[config.mk]
export PLATFORM = sky130hd
export DESIGN_NAME = luma_interp_mac_flat
export DESIGN_NICKNAME = d
export VERILOG_FILES = /design/src/rtl/h265_interp_pkg.sv /design/src/rtl/luma_interp_mac_if.sv /design/src/rtl/multadd.sv /design/src/rtl/luma_interp_mac.sv /design/src/flat_wrapper.sv
export SDC_FILE = /design/constraint.sdc
export NUM_CORES = 1
export LEC_CHECK = 0
export CAP_MARGIN = 5
export CORE_MARGIN = 2
export CORE_UTILIZATION = 45
export DETAILED_ROUTE_END_ITERATION = 8
export SLEW_MARGIN = 20
export SYNTH_ARGS = -nofsm -noshare
export SYNTH_HDL_FRONTEND = slang
export SYNTH_SLANG_ARGS = --single-unit
[constraint.sdc]
create_clock -name clk -period 12.9 [get_ports clk]
set_input_delay 2.58 -clock clk [delete_from_list [all_inputs] [get_ports clk]]
set_output_delay 2.58 -clock clk [all_outputs]
set_load 0.1 [all_outputs]
[src/rtl/h265_interp_pkg.sv]
// rtl/h265_interp_pkg.sv - shared types and constants for the luma interpolation MAC
package h265_interp_pkg;

  localparam int ACC_BITS_DEF = 20;
  localparam int ROUND_OFS    = 32;
  localparam int ROUND_SHIFT  = 6;

  typedef enum logic [1:0] {
    IDLE = 2'd0,
    ACC  = 2'd1,
    OUT  = 2'd2
  } state_e;

  // Standard H.265 8-tap luma filters indexed [phase][tap]
  localparam logic signed [7:0] LUMA_COEF [4][8] = '{
    '{ 8'sd0,  8'sd0,  8'sd0,   8'sd64,  8'sd0,   8'sd0,   8'sd0,  8'sd0 },
    '{-8'sd1,  8'sd4, -8'sd10,  8'sd58,  8'sd17, -8'sd5,   8'sd1,  8'sd0 },
    '{-8'sd1,  8'sd4, -8'sd11,  8'sd40,  8'sd40, -8'sd11,  8'sd4, -8'sd1 },
    '{ 8'sd0,  8'sd1, -8'sd5,   8'sd17,  8'sd58, -8'sd10,  8'sd4, -8'sd1 }
  };

endpackage

[src/rtl/luma_interp_mac_if.sv]
// rtl/luma_interp_mac_if.sv - sample input and filtered result handshake bundle
interface luma_interp_mac_if
  import h265_interp_pkg::*;
#(
  parameter int BIT_DEPTH = 8,
  parameter int ACC_BITS  = ACC_BITS_DEF
);
  logic [1:0]                 frac;
  logic                       in_valid;
  logic                       in_ready;
  logic signed [BIT_DEPTH:0]  in_sample;
  logic                       out_valid;
  logic                       out_ready;
  logic signed [ACC_BITS-1:0] out_data;

  modport master (
    output frac, in_valid, in_sample, out_ready,
    input  in_ready, out_valid, out_data
  );

  modport slave (
    input  frac, in_valid, in_sample, out_ready,
    output in_ready, out_valid, out_data
  );
endinterface

[src/rtl/multadd.sv]
// rtl/multadd.sv - registered signed multiply-add primitive, p <= a*b + c
module multadd #(
  parameter int a_bits = 9,
  parameter int b_bits = 8,
  parameter int c_bits = 20,
  parameter int p_bits = 20
) (
  input  logic                     clk,
  input  logic                     rst_n,
  input  logic signed [a_bits-1:0] a,
  input  logic signed [b_bits-1:0] b,
  input  logic signed [c_bits-1:0] c,
  output logic signed [p_bits-1:0] p
);
  logic signed [a_bits+b_bits-1:0] prod;
  logic signed [p_bits-1:0]        prod_ext;
  logic signed [p_bits-1:0]        c_ext;

  assign prod     = a * b;
  assign prod_ext = p_bits'(prod);
  assign c_ext    = p_bits'(c);

  always_ff @(posedge clk) begin
    if (!rst_n) begin
      p <= '0;
    end else begin
      p <= prod_ext + c_ext;
    end
  end
endmodule

[src/rtl/luma_interp_mac.sv]
// rtl/luma_interp_mac.sv - sequential 8-tap luma interpolation; LUMA_INTERP_CLIP_EN selects rounded/clipped pixel output
module luma_interp_mac
  import h265_interp_pkg::*;
#(
  parameter int BIT_DEPTH = 8,
  parameter int ACC_BITS  = ACC_BITS_DEF
) (
  input  logic             clk,
  input  logic             rst_n,
  luma_interp_mac_if.slave bus
);
  state_e                     state, state_nxt;
  logic [2:0]                 tap_cnt;
  logic [1:0]                 phase_q;
  logic [1:0]                 phase_sel;
  logic                       beat;
  logic signed [BIT_DEPTH:0]  mac_a;
  logic signed [7:0]          mac_b;
  logic signed [ACC_BITS-1:0] mac_c;
  logic signed [ACC_BITS-1:0] mac_p;

  assign bus.in_ready  = (state != OUT);
  assign bus.out_valid = (state == OUT);
  assign beat          = bus.in_valid && bus.in_ready;
  // The first beat must use the incoming phase before it is latched
  assign phase_sel     = (state == IDLE) ? bus.frac : phase_q;

  always_ff @(posedge clk) begin
    if (!rst_n) begin
      state   <= IDLE;
      tap_cnt <= '0;
      phase_q <= '0;
    end else begin
      state <= state_nxt;
      if (beat) begin
        tap_cnt <= tap_cnt + 3'd1;
      end
      if (beat && state == IDLE) begin
        phase_q <= bus.frac;
      end
    end
  end

  always_comb begin
    state_nxt = state;
    mac_a     = '0;
    mac_b     = '0;
    mac_c     = mac_p;
    if (beat) begin
      mac_a = bus.in_sample;
      mac_b = LUMA_COEF[phase_sel][tap_cnt];
      mac_c = (tap_cnt == 3'd0) ? '0 : mac_p;
    end
    case (state)
      IDLE:    if (beat) state_nxt = ACC;
      ACC:     if (beat && tap_cnt == 3'd7) state_nxt = OUT;
      OUT:     if (bus.out_ready) state_nxt = IDLE;
      default: state_nxt = IDLE;
    endcase
  end

  multadd #(
    .a_bits(BIT_DEPTH + 1),
    .b_bits(8),
    .c_bits(ACC_BITS),
    .p_bits(ACC_BITS)
  ) u_multadd (
    .clk  (clk),
    .rst_n(rst_n),
    .a    (mac_a),
    .b    (mac_b),
    .c    (mac_c),
    .p    (mac_p)
  );

`ifdef LUMA_INTERP_CLIP_EN
  localparam logic signed [ACC_BITS-1:0] PIX_MAX = ACC_BITS'((1 << BIT_DEPTH) - 1);
  logic signed [ACC_BITS-1:0] rnd;

  assign rnd = (mac_p + ACC_BITS'(ROUND_OFS)) >>> ROUND_SHIFT;

  always_comb begin
    bus.out_data = rnd;
    if (rnd < 0) begin
      bus.out_data = '0;
    end else if (rnd > PIX_MAX) begin
      bus.out_data = PIX_MAX;
    end
  end
`else
  assign bus.out_data = mac_p;
`endif
endmodule
[src/flat_wrapper.sv]
// flat-port wrapper written by rule: the top's interface ports become plain ports
module luma_interp_mac_flat import h265_interp_pkg::*;
#(
  parameter int BIT_DEPTH = 8,
  parameter int ACC_BITS  = ACC_BITS_DEF
)
  (clk, rst_n, bus_frac, bus_in_valid, bus_in_sample, bus_out_ready, bus_in_ready, bus_out_valid, bus_out_data);
  luma_interp_mac_if #(.BIT_DEPTH(BIT_DEPTH), .ACC_BITS(ACC_BITS)) bus_i ();
  input  logic clk;
  input  logic rst_n;
  input wire logic [$bits(bus_i.frac)-1:0] bus_frac;
  input wire logic [$bits(bus_i.in_valid)-1:0] bus_in_valid;
  input wire logic [$bits(bus_i.in_sample)-1:0] bus_in_sample;
  input wire logic [$bits(bus_i.out_ready)-1:0] bus_out_ready;
  output wire logic [$bits(bus_i.in_ready)-1:0] bus_in_ready;
  output wire logic [$bits(bus_i.out_valid)-1:0] bus_out_valid;
  output wire logic [$bits(bus_i.out_data)-1:0] bus_out_data;
  assign bus_i.frac = bus_frac;
  assign bus_i.in_valid = bus_in_valid;
  assign bus_i.in_sample = bus_in_sample;
  assign bus_i.out_ready = bus_out_ready;
  assign bus_in_ready = bus_i.in_ready;
  assign bus_out_valid = bus_i.out_valid;
  assign bus_out_data = bus_i.out_data;
  luma_interp_mac #(.BIT_DEPTH(BIT_DEPTH), .ACC_BITS(ACC_BITS)) u_core (.clk(clk), .rst_n(rst_n), .bus(bus_i));
endmodule
==> results.yml <==
run_status:
  outcome: "finished, final reports clean"
global_routing:
  gr-usage-met3_pct: 2.116
  use_met1_pct: 28.86
  gr-usage-met2_pct: 36.46
  track_usage_pct: 20.79
  busiest_layer: "met2"
  grt_max_degree: 20
  grt_pass1_vias: 3997
  grt-ovfl-total: 0
  grt_pass1_wl_um: 19540
  antenna_found_initial: 0
pwr:
  p_int_mw: 0.5484
  p_total_mw: 1.242
  power_frac_seq_pct: 10.4
  clkPwrFrac_pct: 3.9
  p_per_area_nw_per_um2: 221.8
  swShare_pct: 55.85
  p_sw_mw: 0.6937
  pwr-share-comb_pct: 85.7
  ir_drop_mv: 0.1744
  power.leakage_nw: 2.742
cells_and_area:
  post-route-util_pct: 51.43
  instances_no_fill: 721
  syn_to_final_growth_pct: 10.77
  n_antenna_cell: 0
  nets: 741
  fin_area_um2: 5599
  final_layout_size_suffix_gt1_share_pct: 3.959
clock_network:
  cts.repair.resized: 0
  clk_path_buf_depth: 2
  hold_buffers: 0
  clkTransAtPathRegs_ps: 90
  htreeDepth: 1
  clk_latency_ps: 280
  cts_setup_buffers: 0
  cts-root-buf: "clkbuf_8"
  cts_tree: "yes"
  cts.sinks: 27
  cts_made_buffers: 3
sta:
  finalCritPeriodShare_pct: 69.95
  rsz0062_at_grt: "false"
  fmax_ghz: 0.1108
  fin_ws_ps: 3877
  setup_viol: 0
  maxSlewHeadroom_pct: 34.66
  hold_violations: 0
  fin_crit_ps: 9023
  slew_viol_final: 0
  fin_setup_tns_ps: 0
  finalClockSkew_ps: 8.954
  worst_slew_pin_slew_ps: 977.0
  hold_slack_ps: 464.7
synth:
  syn_area_um2: 5055
  yosys_warnings: 0
  synth_nets: 709
  yosysSeqAreaShare_pct: 10.69
  synth_edf_count: 0
  ys_async_sr_fraction_pct: 0
  synth_fa_ha_area_share_pct: 49.16
  synth_most_common_cell: "inv_1"
  yosys_register_bits: 27
  syn_inst: 550
  synth_top_cells_by_area: "fa_1 36%, ha_1 13%, dfxtp_1 11%"
  synth_top_family_by_area: "adder cells"
  synth.distinct_cells: 50
  synthXorXnorAreaFrac_pct: 3.292
  synthMuxAreaShare_pct: 0.2970
  synth_simple_gate_area_share_pct: 17.13
  synth-compound-area-share_pct: 10.50
  ys_top_cells_by_count: "103 x inv_1, 91 x fa_1, 59 x nand2_1, 53 x ha_1, 47 x and2_1"
  synth_flop_cell: "dfxtp_1"
  yosysTopAreaCell: "fa_1"
  syn_area_per_cell_um2: 9.191
  yosysTopAreaCellShare_pct: 36.04
route:
  via_per_inst: 5.130
  drtAntennaViolNets: 0
  drt_iter0_drc: 169
  wirelength_um: 11130
  vias: 3699
  detail_route.wl_per_cell_um: 15.44
  route.detailed.drc: 0
  first_pass_iters: 4
critical_path:
  critPathKind: "primary input to register"
  cpMostUsedCell: "fa_1"
  endpoint_kind: "register"
  slowest_stage: "fa_1"
  cp_top_family: "adder cells"
  rr_startpoint: "u_core.state[0]$_SDFFE_PN0P_"
  critPathMaxFanout: 10
  cp.depth: 21
  startpoint_type: "primary input"
  critical_path_arrival_ps: 9180
  worstReg2RegEnd: "u_core.u_multadd.p[17]$_SDFF_PN0_"
  max_stage_delay_ps: 650
  critPathBufInv: 2
  r2r_cells: 21
  r2r_slack_ps: 5990
  path_cells: "clkdlybuf4s50_1 > mux2_4 > ha_1 > nand2_1 > o211ai_2 > a21oi_2 > a311oi_4 > nand2_1 > fa_1 > inv_1 > fa_1 > fa_1 > fa_1 > ha_1 > ha_1 > o21a_1 > o21ai_0 > a221o_1 > o31ai_1 > xnor2_1 > nor2_1"
  cp.required_ps: 13050
place:
  placed_area_um2: 5554
  gp_congestion: 0.8818
  io_buffers: 36
  hpwl_um: 9257
  place_ws_ps: 3611
  placed_cells: 717
worst_hold_path:
  worstHoldStart: "u_core.phase_q[0]$_SDFFE_PN0P_"
  hold_path.class: "register to register"
  hold_end: "u_core.phase_q[0]$_SDFFE_PN0P_"
  whs_path_depth: 2
floorplanning:
  dieArea_um2: 12100
  pin_count: 37
  fp-row-count: 38
  start_util_pct: 46.43
  dieHeight_um: 110.0
  core_um2: 10890
  die_w_um: 110.0
job:
  cap_violations: 0
-- sequential cells by signal, indices dropped and copies added, names as in the netlist --
name	flops
u_core.phase_q	2
u_core.state	2
u_core.tap_cnt	3
u_core.u_multadd.p	20
-- placed cells by master (no fill, tap or decap), drive strengths merged --
cell type,netlist,final
clkdlybuf4s50,0,36
nor3b,2,2
o21ai,9,9
mux2,1,1
a21o,6,6
a311oi,1,1
clkbuf,6,4
a31oi,2,2
and3,1,1
and4bb,1,1
clkinv,2,2
dfxtp,27,27
a221oi,4,4
a211o,2,2
a21oi,21,21
nor2,29,29
o21a,10,10
o211ai,5,5
nor2b,1,1
o31a,1,1
ha,53,53
a221o,1,1
or2,2,2
inv,104,104
xnor2,17,17
a21boi,2,2
nand4,1,1
nand3,13,13
o21bai,3,3
fa,91,91
o31ai,1,1
or3,5,5
a311o,2,2
nand2b,3,3
xor2,2,2
buf,5,2
nand2,60,60
and2,47,47
nor3,7,7
-- cell families after synthesis --
family	Yosys count
AOI/OAI and AO/OA	70
xor gates and xnor gates	19
adders and majority gates	144
buffers and inverters	117
DFF	27
muxes	1
and+or+nand+nor	172
-- power groups by stage --
stage | Combinational (mW) | Clock (mW) | Sequential (mW)
3_5_place_dp | 1.06 | 0 | 0.131
2_1_floorplan | 0.684 | 0 | 0.282
3_3_place_gp | 1.05 | 0 | 0.131
6_report | 1.06 | 0.0488 | 0.129
5_1_grt | 1.20 | 0.0547 | 0.132
4_1_cts | 1.07 | 0.0515 | 0.130
-- per-layer routing --
metal / share of wire [%] / up-vias
met2: 49 / 63
met4: 0.33 / 0
met5: 0 / -
met3: 3.1 / 4
li1: - / 1786
met1: 47 / 1846
-- worst max path at each step --
stage                           start                                 to
final                     bus_frac[0]  u_core.u_multadd.p[17]$_SDFF_PN0_
after detailed placement  bus_frac[0]  u_core.u_multadd.p[17]$_SDFF_PN0_
after floorplan           bus_frac[0]  u_core.u_multadd.p[13]$_SDFF_PN0_
after global placement    bus_frac[0]  u_core.u_multadd.p[17]$_SDFF_PN0_
after CTS                 bus_frac[0]  u_core.u_multadd.p[17]$_SDFF_PN0_
after global routing      bus_frac[0]  u_core.u_multadd.p[19]$_SDFF_PN0_
-- cell type report --
| cell class | instances | area (um2) |
|---|---|---|
| clock buffer | 4 | 45.04 |
| fill | 1049 | 5289 |
| inverter | 106 | 400.4 |
| multi-input combinational | 406 | 4063 |
| sequential | 27 | 540.5 |
| tap | 140 | 175.2 |
| timing repair buffer | 38 | 375.4 |
-- worst register-to-register path, delay by kind of cell (launching register included) --
family	cells	cell delay [ps]
flops	1	380
mux	1	370
compound gates	7	1760
fa+ha+maj	7	3150
buf+inv	1	50
xor+xnor	1	160
simple gates	4	920
(Power assumes the default switching activity.)
==> patch 1: new RTL, same settings <==
Reset style: asynchronous (`rst_n`), changed in 2 clocked blocks.
--- a/src/rtl/multadd.sv
+++ b/src/rtl/multadd.sv
@@ -20,7 +20,7 @@
   assign prod_ext = p_bits'(prod);
   assign c_ext    = p_bits'(c);
 
-  always_ff @(posedge clk) begin
+  always_ff @(posedge clk or negedge rst_n) begin
     if (!rst_n) begin
       p <= '0;
     end else begin
--- a/src/rtl/luma_interp_mac.sv
+++ b/src/rtl/luma_interp_mac.sv
@@ -25,7 +25,7 @@
   // The first beat must use the incoming phase before it is latched
   assign phase_sel     = (state == IDLE) ? bus.frac : phase_q;
 
-  always_ff @(posedge clk) begin
+  always_ff @(posedge clk or negedge rst_n) begin
     if (!rst_n) begin
       state   <= IDLE;
       tap_cnt <= '0;
Formal check against the unedited RTL: differs if rst_n is asserted again (counterexample within 4 cycles, from zero or initial values and one cycle with rst_n low); with rst_n held inactive, the same outputs for 4 cycles.
==> patch 1 against the original RTL <==
Wire length decreased by 7.9%; hold slack improved by 0.049 ns; critical path depth decreased by 1; synthesized area decreased by 0.82%; utilization about the same; setup slack got worse by 0.33 ns; fmax decreased by 3.6%; sequential cell count unchanged; design area decreased by 0.36%; non-clock buffer count increased by 2.
Power is left out: the tool's default activity adds up to more than one toggle a clock period on the data nets, which glitch-free logic cannot reach.
==> patch 1: results (changes against the original RTL) <==
* Post-CTS setup buffers at 0 (unchanged)
* R2R Path End: u_core.u_multadd.p[19] (was u_core.u_multadd.p[17])
* Hold Path Class: reg2reg (unchanged)
* Number of fill cells in the layout at 1019 (was 1049)
* Multiplexer area fraction after synthesis at 1.40% (was 0.297%)
* Hold EP: u_core.phase_q[0] (unchanged)
* Slew @ Worst Pin at 0.983 ns (was 0.977 ns)
* Synth unique cells at 45 (was 50)
* # diodes at 0 (unchanged)
* Largest net degree at the start of global routing at 28 (was 20)
* Initial antenna violation count at 0 (unchanged)
* GRT Total Usage at 19.7% (was 20.8%)
* Sequential area share after synthesis at 13.5% (was 10.7%)
* Hold Path Depth at 1 (was 2)
* HPWL Detailed at 8930 um (was 9260 um)
* Ys Warns at 0 (unchanged)
* Crit. Startpoint: bus_frac[0] (unchanged)
* Worst Clk Skew at 0.00661 ns (was 0.00895 ns)
* Routed WL at 10300 um (was 11100 um)
* CP top delay family: adder cells (unchanged)
* Clock latency on the worst-skew pair at 0.30 ns (was 0.28 ns)
* DR vias at 3494 (was 3699)
* XOR/XNOR Fraction of Synth Area at 3.84% (was 3.29%)
* Reg-to-reg slack, setup at 5.54 ns (was 5.99 ns)
* Ys async rst share at 100% (was 0%)
* Vias in the first global route at 3857 (was 3997)
* PortBufs at 36 (unchanged)
* Layout area overhead at 11.3% (was 10.8%)
* Adder-cell share of the synthesized area at 49.6% (was 49.2%)
* RD Place Congestion at 0.853 (was 0.882)
* Largest cells by area after synthesis: fa_1 (36%), dfrtp_1 (13%), ha_1 (13%) (was fa_1 (36%), ha_1 (13%), dfxtp_1 (11%))
* CP max stage delay at 0.78 ns (was 0.65 ns)
* CTS max path bufs at 2 (unchanged)
* TritonRoute pass-1 iters at 4 (unchanged)
* Reg2Reg Depth at 20 (was 21)
* Initial DRC Count at 121 (was 169)
* First-pass GRT wire length at 18500 um (was 19500 um)
* Synth Area in Compound Gates at 8.39% (was 10.5%)
* RR Startpoint: u_core.state[0] (unchanged)
* Total CTS buffers at 3 (unchanged)
* H-tree Lvls at 1 (unchanged)
* Most frequent cells after synthesis: inv_1 (99), fa_1 (91), nand2_1 (55), ha_1 (53), and2_1 (43) (was inv_1 (103), fa_1 (91), nand2_1 (59), ha_1 (53), and2_1 (47))
* Root buffer cell: clkbuf_8 (unchanged)
* Residual DRC at 0 (unchanged)
* Slowest CP cell: fa_1 (unchanged)
* Status: completed (unchanged)
* Layout cell share with drive strength beyond 1 at 3.97% (was 3.96%)
* Clk slew on worst S/H paths at around 0.1 ns
* Mapped Nets at 680 (was 709)
* NumNets Final at 714 (was 741)
* Critical path fanouts, max at 11 (was 10)
* Biggest regs: u_core.u_multadd.p: 20 flops, u_core.tap_cnt: 3 flops (unchanged)
* Synth Flop Type: dfrtp_1 (was dfxtp_1)
* Hold wc startpoint: u_core.phase_q[0] (unchanged)
* Post-cts resize count at 0 (unchanged)
patch 1: worst register-to-register path, delay by kind of cell, from the launching register on:
family / cells / cell delay (ns)
AOI/OAI and AO/OA: 6 / 1.94
muxes: 2 / 0.52
DFF: 1 / 0.45
xor gates and xnor gates: 1 / 0.11
adders and majority gates: 7 / 3.24
buffers and inverters: 1 / 0.05
and+or+nand+nor: 3 / 0.94
patch 1: logic make-up (layout without fill, tap and decap cells):
| kind of cell | count (synthesis) | count (layout) |
|---|---|---|
| simple gates | 150 | 150 |
| fa+ha+maj | 144 | 144 |
| flops | 27 | 27 |
| compound gates | 60 | 60 |
| buf+inv | 112 | 145 |
| mux | 6 | 6 |
| xor+xnor | 22 | 22 |
patch 1: layer usage:
layer | vias up | share of wire, % | track usage, %
met4 | 0 | 0.68 | 2.35
met5 | - | 0 | 0
met1 | 1754 | 47 | 26.9
met2 | 38 | 50 | 34.5
li1 | 1696 | - | -
met3 | 6 | 2.5 | 2.67
patch 1: metrics by stage:
| step | std cells | utilization [%] | hold WS, ns | setup slack, ns | instance area [um^2] |
|---|---|---|---|---|---|
| final | 694 | 51.5 | 0.514 | 3.54 | 5580 |
| after global routing | 694 | 51.5 | 0.548 | 3.15 | 5580 |
| after CTS | 694 | 51.5 | 0.518 | 3.54 | 5580 |
| after detailed placement | 690 | 51.1 | 0.494 | 3.21 | 5530 |
| after global placement | 690 | 51.1 | 0.493 | 3.37 | 5530 |
| after floorplan | 521 | - | 0.475 | 4.47 | 5010 |
patch 1: how the worst max path moves through the flow:
| stage | end | slack (ns) |
|---|---|---|
| 4_1_cts | u_core.u_multadd.p[19] | 3.54 |
| 5_1_grt | u_core.u_multadd.p[19] | 3.15 |
| 3_5_place_dp | u_core.u_multadd.p[19] | 3.21 |
| 2_1_floorplan | u_core.u_multadd.p[19] | 4.47 |
| 6_report | u_core.u_multadd.p[19] | 3.54 |
| 3_3_place_gp | u_core.u_multadd.p[19] | 3.37 |
patch 1: final cells by class:
type | count | area share (%)
Inverter | 101 | 6.80
Timing Repair Buffer | 40 | 7.00
Clock buffer | 4 | 0.807
Multi-Input combinational cell | 382 | 70.2
Sequential cell | 27 | 12.1
Tap cell | 140 | 3.14
==> patch 2: new RTL, config.mk and constraints unchanged <==
Made on the original files. The package constant `ACC_BITS_DEF` goes from 20 to 40.
--- a/src/rtl/h265_interp_pkg.sv
+++ b/src/rtl/h265_interp_pkg.sv
@@ -1,7 +1,7 @@
 // rtl/h265_interp_pkg.sv - shared types and constants for the luma interpolation MAC
 package h265_interp_pkg;
 
-  localparam int ACC_BITS_DEF = 20;
+  localparam int ACC_BITS_DEF = 40;
   localparam int ROUND_OFS    = 32;
   localparam int ROUND_SHIFT  = 6;
 
Interface: changed (resized bus_out_data); port bits go from 37 to 57. No check against the original RTL was run, so the function may have changed too.
==> patch 2 against the original RTL <==
Wire length is 78% higher; total power is 88% higher; synthesized area is 70% higher; via count is 72% higher; setup slack worse by 1.7 ns; hold slack worse by 0.0020 ns; global-route usage is 0.50 points higher; design area is 72% higher; sequential cell count is 20 higher.
==> patch 2: results (changes against the original RTL) <==
* Relative slew margins at 31.6% (was 34.7%)
* Worst vdd ir at 0.169 mV (was 0.174 mV)
* Most frequent cells after synthesis: fa_1 (171), inv_1 (142), ha_1 (93), nor2_1 (79), nand2_1 (78) (was inv_1 (103), fa_1 (91), nand2_1 (59), ha_1 (53), and2_1 (47))
* Leakage dissipation at 4.95 nW (was 2.74 nW)
* Multi-input gate area at 7050 um^2 (was 4060 um^2)
* Vias in the first global route at 6639 (was 3997)
* Largest net degree at the start of global routing at 40 (was 20)
* Final clock-cell share at 1.59% (was 0.804%)
* Wire per inst at 16.7 um (was 15.4 um)
* Switching Fraction at 57.3% (was 55.8%)
* Post-synthesis cell count at 896 (was 550)
* Slowest CP cell: inv_1 (was fa_1)
* Clock latency on the worst-skew pair at 0.30 ns (was 0.28 ns)
* Status: completed (unchanged)
* Multi-Input Combinational at 689 (was 406)
* Worst Setup EP: u_core.u_multadd.p[39] (was u_core.u_multadd.p[17])
* Mapped Nets at 1175 (was 709)
* Power in the clock group at 0.146 mW (was 0.0488 mW)
* Num sequential at 47 (was 27)
* Reg-to-reg slack, setup at 4.22 ns (was 5.99 ns)
* GRT Total Usage at 21.3% (was 20.8%)
* NonClk Buf Share at 6.62% (was 6.70%)
* M1 GR Usage at 29.4% (was 28.9%)
* GR Layer Usage met2 at 35.6% (was 36.5%)
* CLK BUF at 6 (was 4)
* HPWL Detailed at 16100 um (was 9260 um)
* Sequential area share after synthesis at 11.0% (was 10.7%)
* Syn avg cell area at 9.59 um^2 (was 9.19 um^2)
* DR vias at 6347 (was 3699)
* Critical path fanouts, max at 20 (was 10)
* Internal power at 0.997 mW (was 0.548 mW)
* PortBufs at 56 (was 36)
* Place WS at 1.91 ns (was 3.61 ns)
patch 2: cell count changes after synthesis, sizes merged, moves of 14 or more:
| cell | delta |
|---|---|
| dfxtp | +20 |
| inv | +38 |
| ha | +40 |
| nor2 | +51 |
| a21oi | +17 |
| nand2 | +18 |
| fa | +80 |
| a21o | +15 |
| nand3 | +14 |
| and2 | -23 |
| xor2 | +14 |
patch 2: layer usage:
| layer | up-vias | share of wire (%) |
|---|---|---|
| met3 | 27 | 3.7 |
| met2 | 146 | 49 |
| met1 | 3169 | 46 |
| met4 | 0 | 2.0 |
| li1 | 3005 | - |
| met5 | - | 0 |
patch 2: cell families (layout without fill, tap and decap cells):
kind of cell	Yosys count	after routing	share of synthesized area [%]
AO/OA/AOI/OAI	126	126	10.4
AND/OR/NAND/NOR	260	260	14.2
flip-flops	47	47	11.0
multiplexers	4	4	0.495
XOR/XNOR	35	35	3.57
adder cells (fa/ha/maj)	264	264	53.4
buffers and inverters	160	216	6.99
